--- src/rtl/satatrn_txmux_if.sv ---
// Handshake bundle between NCH FIS sources, the TX mux, and the link-layer sink.
// Signal names are from the mux's point of view (i_ = into the mux, o_ = out of it).
interface satatrn_txmux_if #(
  parameter int NCH = 2,
  parameter int DW  = 32
);
  localparam int CW = (NCH > 1) ? $clog2(NCH) : 1;

  logic [NCH-1:0]    i_valid;
  logic [NCH-1:0]    o_ready;
  logic [NCH*DW-1:0] i_data;
  logic [NCH-1:0]    i_last;
  logic [NCH-1:0]    i_gate;
  logic              o_valid;
  logic              i_ready;
  logic [DW-1:0]     o_data;
  logic              o_last;
  logic [CW-1:0]     o_chan;
  logic              o_busy;

  modport slave (
    input  i_valid, i_data, i_last, i_gate, i_ready,
    output o_ready, o_valid, o_data, o_last, o_chan, o_busy
  );

  modport master (
    output i_valid, i_data, i_last, i_gate, i_ready,
    input  o_ready, o_valid, o_data, o_last, o_chan, o_busy
  );
endinterface

--- src/rtl/satatrn_txmux.sv ---
// N-channel atomic-packet arbiter for the SATA transport TX path; 1-cycle registered output,
// output held while o_valid && !i_ready. Define SATATRN_TXMUX_RR_EN for round-robin arbitration.
module satatrn_txmux #(
  parameter int             NCH          = 2,
  parameter int             DW           = 32,
  parameter logic [NCH-1:0] HDR_MASK     = '0,
  parameter bit             OPT_LOWPOWER = 1'b0
) (
  input  logic           i_clk,
  input  logic           i_reset,
  satatrn_txmux_if.slave io_tx
);
  localparam int            CW       = (NCH > 1) ? $clog2(NCH) : 1;
  localparam logic [DW-1:0] HDR_WORD = DW'(8'h46);

  typedef enum logic {IDLE = 1'b0, PKT = 1'b1} state_t;

  state_t        r_state, w_state_nx;
  logic          r_valid, w_valid_nx;
  logic [DW-1:0] r_data, w_data_nx;
  logic          r_last, w_last_nx;
  logic [CW-1:0] r_grant, w_grant_nx;

  logic [NCH-1:0] w_elig;
  logic [NCH-1:0] w_ready;
  logic [DW-1:0]  w_chan_data [NCH];
  logic           w_adv;
  logic           w_any;
  logic [CW-1:0]  w_sel;

  always_comb begin
    for (int k = 0; k < NCH; k++) begin
      w_chan_data[k] = io_tx.i_data[k*DW +: DW];
    end
  end

  // Header channels wait for their gate; plain channels only need valid.
  assign w_elig = io_tx.i_valid & (~HDR_MASK | io_tx.i_gate);
  assign w_any  = |w_elig;
  assign w_adv  = !r_valid || io_tx.i_ready;

`ifdef SATATRN_TXMUX_RR_EN
  logic [CW-1:0] r_rr_ptr, w_rr_nx;
  logic          w_found;

  always_comb begin
    w_sel   = '0;
    w_found = 1'b0;
    for (int i = 0; i < NCH; i++) begin
      int idx;
      idx = int'(r_rr_ptr) + i;
      if (idx >= NCH) idx = idx - NCH;
      if (!w_found && w_elig[CW'(idx)]) begin
        w_found = 1'b1;
        w_sel   = CW'(idx);
      end
    end
  end
`else
  always_comb begin
    w_sel = '0;
    for (int i = NCH - 1; i >= 0; i--) begin
      if (w_elig[CW'(i)]) w_sel = CW'(i);
    end
  end
`endif

  always_comb begin
    w_state_nx = r_state;
    w_valid_nx = r_valid;
    w_data_nx  = r_data;
    w_last_nx  = r_last;
    w_grant_nx = r_grant;
    w_ready    = '0;
`ifdef SATATRN_TXMUX_RR_EN
    w_rr_nx    = r_rr_ptr;
`endif
    if (w_adv) begin
      case (r_state)
        IDLE: begin
          if (w_any) begin
            w_grant_nx = w_sel;
            w_valid_nx = 1'b1;
`ifdef SATATRN_TXMUX_RR_EN
            w_rr_nx    = (w_sel == CW'(NCH - 1)) ? '0 : w_sel + 1'b1;
`endif
            // Header word goes out first; the channel's first word is taken in PKT.
            if (HDR_MASK[w_sel]) begin
              w_data_nx  = HDR_WORD;
              w_last_nx  = 1'b0;
              w_state_nx = PKT;
            end else begin
              w_ready[w_sel] = 1'b1;
              w_data_nx      = w_chan_data[w_sel];
              w_last_nx      = io_tx.i_last[w_sel];
              w_state_nx     = io_tx.i_last[w_sel] ? IDLE : PKT;
            end
          end else begin
            w_valid_nx = 1'b0;
            if (OPT_LOWPOWER) begin
              w_data_nx = '0;
              w_last_nx = 1'b0;
            end
          end
        end
        PKT: begin
          w_ready[r_grant] = 1'b1;
          if (io_tx.i_valid[r_grant]) begin
            w_valid_nx = 1'b1;
            w_data_nx  = w_chan_data[r_grant];
            w_last_nx  = io_tx.i_last[r_grant];
            if (io_tx.i_last[r_grant]) w_state_nx = IDLE;
          end else begin
            w_valid_nx = 1'b0;
            if (OPT_LOWPOWER) begin
              w_data_nx = '0;
              w_last_nx = 1'b0;
            end
          end
        end
        default: w_state_nx = IDLE;
      endcase
    end
  end

  always_ff @(posedge i_clk) begin
    if (i_reset) begin
      r_state  <= IDLE;
      r_valid  <= 1'b0;
      r_data   <= '0;
      r_last   <= 1'b0;
      r_grant  <= '0;
`ifdef SATATRN_TXMUX_RR_EN
      r_rr_ptr <= '0;
`endif
    end else begin
      r_state  <= w_state_nx;
      r_valid  <= w_valid_nx;
      r_data   <= w_data_nx;
      r_last   <= w_last_nx;
      r_grant  <= w_grant_nx;
`ifdef SATATRN_TXMUX_RR_EN
      r_rr_ptr <= w_rr_nx;
`endif
    end
  end

  // Nothing is accepted during reset so a source's pending word survives into the next packet.
  assign io_tx.o_ready = i_reset ? '0 : w_ready;
  assign io_tx.o_valid = r_valid;
  assign io_tx.o_data  = r_data;
  assign io_tx.o_last  = r_last;
  assign io_tx.o_chan  = r_grant;
  assign io_tx.o_busy  = (r_state != IDLE);
endmodule

--- src/flat_wrapper.sv ---
// flat-port wrapper written by rule: the top's interface ports become plain ports
module satatrn_txmux_flat 
#(
  parameter int             NCH          = 2,
  parameter int             DW           = 32,
  parameter logic [NCH-1:0] HDR_MASK     = '0,
  parameter bit             OPT_LOWPOWER = 1'b0
)
  (i_clk, i_reset, io_tx_i_valid, io_tx_i_data, io_tx_i_last, io_tx_i_gate, io_tx_i_ready, io_tx_o_ready, io_tx_o_valid, io_tx_o_data, io_tx_o_last, io_tx_o_chan, io_tx_o_busy);
  satatrn_txmux_if #(.NCH(NCH), .DW(DW)) io_tx_i ();
  input  logic i_clk;
  input  logic i_reset;
  input wire logic [$bits(io_tx_i.i_valid)-1:0] io_tx_i_valid;
  input wire logic [$bits(io_tx_i.i_data)-1:0] io_tx_i_data;
  input wire logic [$bits(io_tx_i.i_last)-1:0] io_tx_i_last;
  input wire logic [$bits(io_tx_i.i_gate)-1:0] io_tx_i_gate;
  input wire logic [$bits(io_tx_i.i_ready)-1:0] io_tx_i_ready;
  output wire logic [$bits(io_tx_i.o_ready)-1:0] io_tx_o_ready;
  output wire logic [$bits(io_tx_i.o_valid)-1:0] io_tx_o_valid;
  output wire logic [$bits(io_tx_i.o_data)-1:0] io_tx_o_data;
  output wire logic [$bits(io_tx_i.o_last)-1:0] io_tx_o_last;
  output wire logic [$bits(io_tx_i.o_chan)-1:0] io_tx_o_chan;
  output wire logic [$bits(io_tx_i.o_busy)-1:0] io_tx_o_busy;
  assign io_tx_i.i_valid = io_tx_i_valid;
  assign io_tx_i.i_data = io_tx_i_data;
  assign io_tx_i.i_last = io_tx_i_last;
  assign io_tx_i.i_gate = io_tx_i_gate;
  assign io_tx_i.i_ready = io_tx_i_ready;
  assign io_tx_o_ready = io_tx_i.o_ready;
  assign io_tx_o_valid = io_tx_i.o_valid;
  assign io_tx_o_data = io_tx_i.o_data;
  assign io_tx_o_last = io_tx_i.o_last;
  assign io_tx_o_chan = io_tx_i.o_chan;
  assign io_tx_o_busy = io_tx_i.o_busy;
  satatrn_txmux #(.NCH(NCH), .DW(DW), .HDR_MASK(HDR_MASK), .OPT_LOWPOWER(OPT_LOWPOWER)) u_core (.i_clk(i_clk), .i_reset(i_reset), .io_tx(io_tx_i));
endmodule
--- config.mk ---
export PLATFORM = sky130hd
export DESIGN_NAME = satatrn_txmux_flat
export DESIGN_NICKNAME = d
export VERILOG_FILES = /design/src/rtl/satatrn_txmux_if.sv /design/src/rtl/satatrn_txmux.sv /design/src/flat_wrapper.sv
export SDC_FILE = /design/constraint.sdc
export NUM_CORES = 1
export LEC_CHECK = 0
export ABC_AREA = 1
export ABC_CLOCK_PERIOD_IN_PS = 1200
export CORE_AREA = 2 2 70 72
export CTS_CLUSTER_DIAMETER = 40
export CTS_CLUSTER_SIZE = 25
export DETAILED_ROUTE_END_ITERATION = 7
export DIE_AREA = 0 0 72 74
export GPL_TIMING_DRIVEN = 0
export PLACE_DENSITY = 0.79
export SLEW_MARGIN = 30
export SYNTH_ARGS = -nofsm -noshare
export SYNTH_HDL_FRONTEND = slang
export SYNTH_SLANG_ARGS = --single-unit
--- constraint.sdc ---
create_clock -name i_clk -period 1.2 [get_ports i_clk]
set_input_delay 0.12 -clock i_clk [delete_from_list [all_inputs] [get_ports i_clk]]
set_output_delay 0.12 -clock i_clk [all_outputs]
set_load 0.01 [all_outputs]
==> metrics.md, run 1 <==
| Metric | Value |
|---|---|
| Final hold violation count | `0` |
| PnR Total Power | `3.05 mW` |
| Die width | `72 µm` |
| Share of layout cells above drive strength 1 | `14.5%` |
| Initial antenna violation count | `0` |
| Sequential share of the synthesized area | `46.1%` |
| Final Slew Violations | `0` |
| CP max FO | `4` |
| Post-layout util | `53.7%` |
| Status | `finished, final reports clean` |
| Min-Delay Path Depth | `4` |
| Hold Path Class | `input port to register` |
| Die area | `around 0.0053 mm²` |
| Clock slew at reported path FFs | `0.07 ns` |
| Routability Congestion | `0.745` |
| First-pass GRT wire length | `5980 µm` |
| Post-route DRC | `0` |
| Drt wl/cell | `9.63 µm` |
| Skew-Pair Late Insertion Delay | `0.28 ns` |
| # H-tree levels | `2` |
| CP endpoint kind | `output pin` |
| Synth unique cells | `16` |
| Synth Cell Area | `0.00152 mm²` |
| DR vias | `1477` |
| CTS root buf | `clkbuf_8` |
| Cells after Synth | `roughly 230` |
| Gr busiest metal | `met2` |
| Max clock buf depth | `2` |
| Clock Skew | `0.00294 ns` |
| Fmax | `between 800 and 900 MHz` |
| Final setup violation count | `0` |
| Worst setup SP type | `register` |
| All-Layer GR Usage | `about 14%` |
| Vias in the first global route | `roughly 1400` |
| Leakage Power | `around 1.3 nW` |
| Hpwl dp | `2570 µm` |
| Largest net degree at the start of global routing | `11` |
| 1st-pass router iterations | `4` |
| Layout fillers | `around 460` |
| Cts hold-fix bufs | `0` |
| MaxCap Viol Count | `0` |
| Seq cells post-synth | `35` |
| Max VDD drop | `0.717 mV` |
| Antenna Violating Nets Remaining | `0` |
| ANT cells | `0` |
| Area Overhead vs Synth | `62.2%` |
| TritonCTS buffer count | `5` |
| Die height | `74 µm` |
| Mean Syn Cell Area | `6.59 µm²` |
| Crit path kind | `register to output pin` |
| Pwr/cell area | `1230 mW/mm²` |
| Crit path required time | `between 1 and 1.5 ns` |
| Grt ovf | `0` |
| Port Buffers | `73` |
| Row cnt | `25` |
| Initial Util | `33.1%` |
| Met1 Usage GRT | `16.7%` |
| Worst r2r path cells | `8` |
| Final WL | `between 3000 and 4000 µm` |
| Nets | `390` |
| Met2 Use GR | `about a quarter` |
| Iteration-0 DRC count of the detailed router | `48` |
| Met3 Use GR | `6.23%` |
| Final min period | `approximately 1.2 ns` |
| Crit path DAT | `1.04 ns` |
| Synthesis Warnings | `0` |
| Final Cycle Share | `96.3%` |
| CTS sink cnt | `35` |
| Core area | `0.00460 mm²` |
| Unrepaired setup endpoints after global routing | `true` |
| Routed vias/inst | `around 4.0` |
| I/O pin cnt | `111` |
| CTS tree | `done` |
## cell families (layout without fill, tap and decap cells)
family          after synthesis  count (layout)  share of synthesized area (%)
compound gates                2               2                          0.904
buf+inv                      50             136                           15.3
flops                        35              35                           46.1
other cells                   1               2                          0.246
simple gates                143             143                           37.5
## layout by cell type (no fill, tap or decap), types with 4 or more instances in the layout
| master | count |
|---|---|
| clkdlybuf4s50_1 | 34 |
| nor2_1 | 59 |
| buf_6 | 4 |
| dlygate4sd2_1 | 35 |
| dfxtp_1 | 33 |
| nor2_2 | 9 |
| buf_4 | 7 |
| clkbuf_8 | 7 |
| inv_1 | 35 |
| nand2_1 | 67 |
## Yosys cell counts
library cell | number | share of area [%]
nand3_2 | 1 | 0.66
a21oi_2 | 1 | 0.58
conb_1 | 1 | 0.25
nand2_1 | 71 | 18
clkbuf_1 | 3 | 0.74
buf_4 | 2 | 0.99
inv_1 | 38 | 9.4
buf_6 | 3 | 2.2
dfxtp_1 | 35 | 46
a21oi_1 | 1 | 0.33
nand2_2 | 1 | 0.41
buf_8 | 1 | 0.99
buf_2 | 3 | 0.99
nand3_1 | 2 | 0.66
nor2_2 | 9 | 3.7
nor2_1 | 59 | 15
## power breakdown
| group | switching [mW] | total, mW | internal (mW) |
|---|---|---|---|
| registers | 0.0596 | 1.34 | 1.28 |
| logic | 0.389 | 0.794 | 0.405 |
| clock network | 0.387 | 0.910 | 0.523 |
| total | 0.836 | 3.05 | 2.21 |
## through the flow
step	instances	instance area (µm²)	setup slack [ns]	hold WS (ns)	setup TNS (ns)
floorplan	232	1530	0.149	0.182	0
global placement	359	2320	-0.332	0.497	-8.10
detailed placement	359	2320	-0.337	0.502	-8.69
CTS	367	2380	0.0213	0.411	0
global route	372	2470	-0.0357	0.189	-0.0357
finish	372	2470	0.0438	0.169	0
## final timing paths
kind / startpoint / end / slack, ns
worst min register to register: u_core.io_tx.o_data[5] / u_core.io_tx.o_data[5] / 0.51
worst min-delay path: io_tx_i_ready / u_core.io_tx.o_busy / 0.17
worst max-delay path: u_core.io_tx.o_busy / io_tx_o_ready[0] / 0.04
worst max register to register: u_core.io_tx.o_valid / u_core.io_tx.o_data[9] / 0.06
## area by class of cell
cell class,count,area (µm²),share of cell area (%)
Tap cell,54,67.6,2.74
Multi-Input combinational cell,147,619,25.1
Clock buffer,8,100,4.06
Timing Repair Buffer,80,749,30.4
Sequential cell,35,708,28.7
Inverter,38,143,5.78
Buffer,10,80.1,3.25
## repair_timing
action / in CTS / in global routing
setup buffers: 0 / 7
pin swaps: 0 / 5
resized for setup: 40 / 28
setup endpoints to repair: 36 / 31
## sequential cells by signal, indices dropped and copies added, names as in the netlist
name                  flops
u_core.io_tx.o_data      32
u_core.io_tx.o_last       1
u_core.io_tx.o_valid      1
u_core.io_tx.o_busy       1
## metal layers
| layer | vias up | share of wire, % |
|---|---|---|
| li1 | 819 | - |
| met1 | 604 | 45 |
| met2 | 50 | 46 |
| met3 | 4 | 8.2 |
| met4 | 0 | 0.73 |
| met5 | - | 0 |
## worst max-delay path: stages (launching register included)
cell and delay [ns]:
dfxtp_4 0.38, inv_2 0.04, nand2_2 0.06, nand2_1 0.05, nor2_1 0.09, buf_2 0.13
(Power assumes the default switching activity.)
==> inputs of run 2 (changes only) <==
--- a/config.mk
+++ b/config.mk
@@ -9,7 +9,6 @@
 export ABC_CLOCK_PERIOD_IN_PS = 1200
 export CORE_AREA = 2 2 70 72
 export CTS_CLUSTER_DIAMETER = 40
-export CTS_CLUSTER_SIZE = 25
 export DETAILED_ROUTE_END_ITERATION = 7
 export DIE_AREA = 0 0 72 74
 export GPL_TIMING_DRIVEN = 0
==> results of run 2 <==
The final DEF is identical to that of run 1; final timing and power are the same.
==> inputs of run 3 (changes only) <==
--- a/config.mk
+++ b/config.mk
@@ -12,6 +12,7 @@
 export DETAILED_ROUTE_END_ITERATION = 7
 export DIE_AREA = 0 0 72 74
 export GPL_TIMING_DRIVEN = 0
+export HOLD_SLACK_MARGIN = 0.15
 export PLACE_DENSITY = 0.79
 export SLEW_MARGIN = 30
 export SYNTH_ARGS = -nofsm -noshare
==> results of run 3 <==
The final DEF is identical to that of run 1; final timing and power are the same.
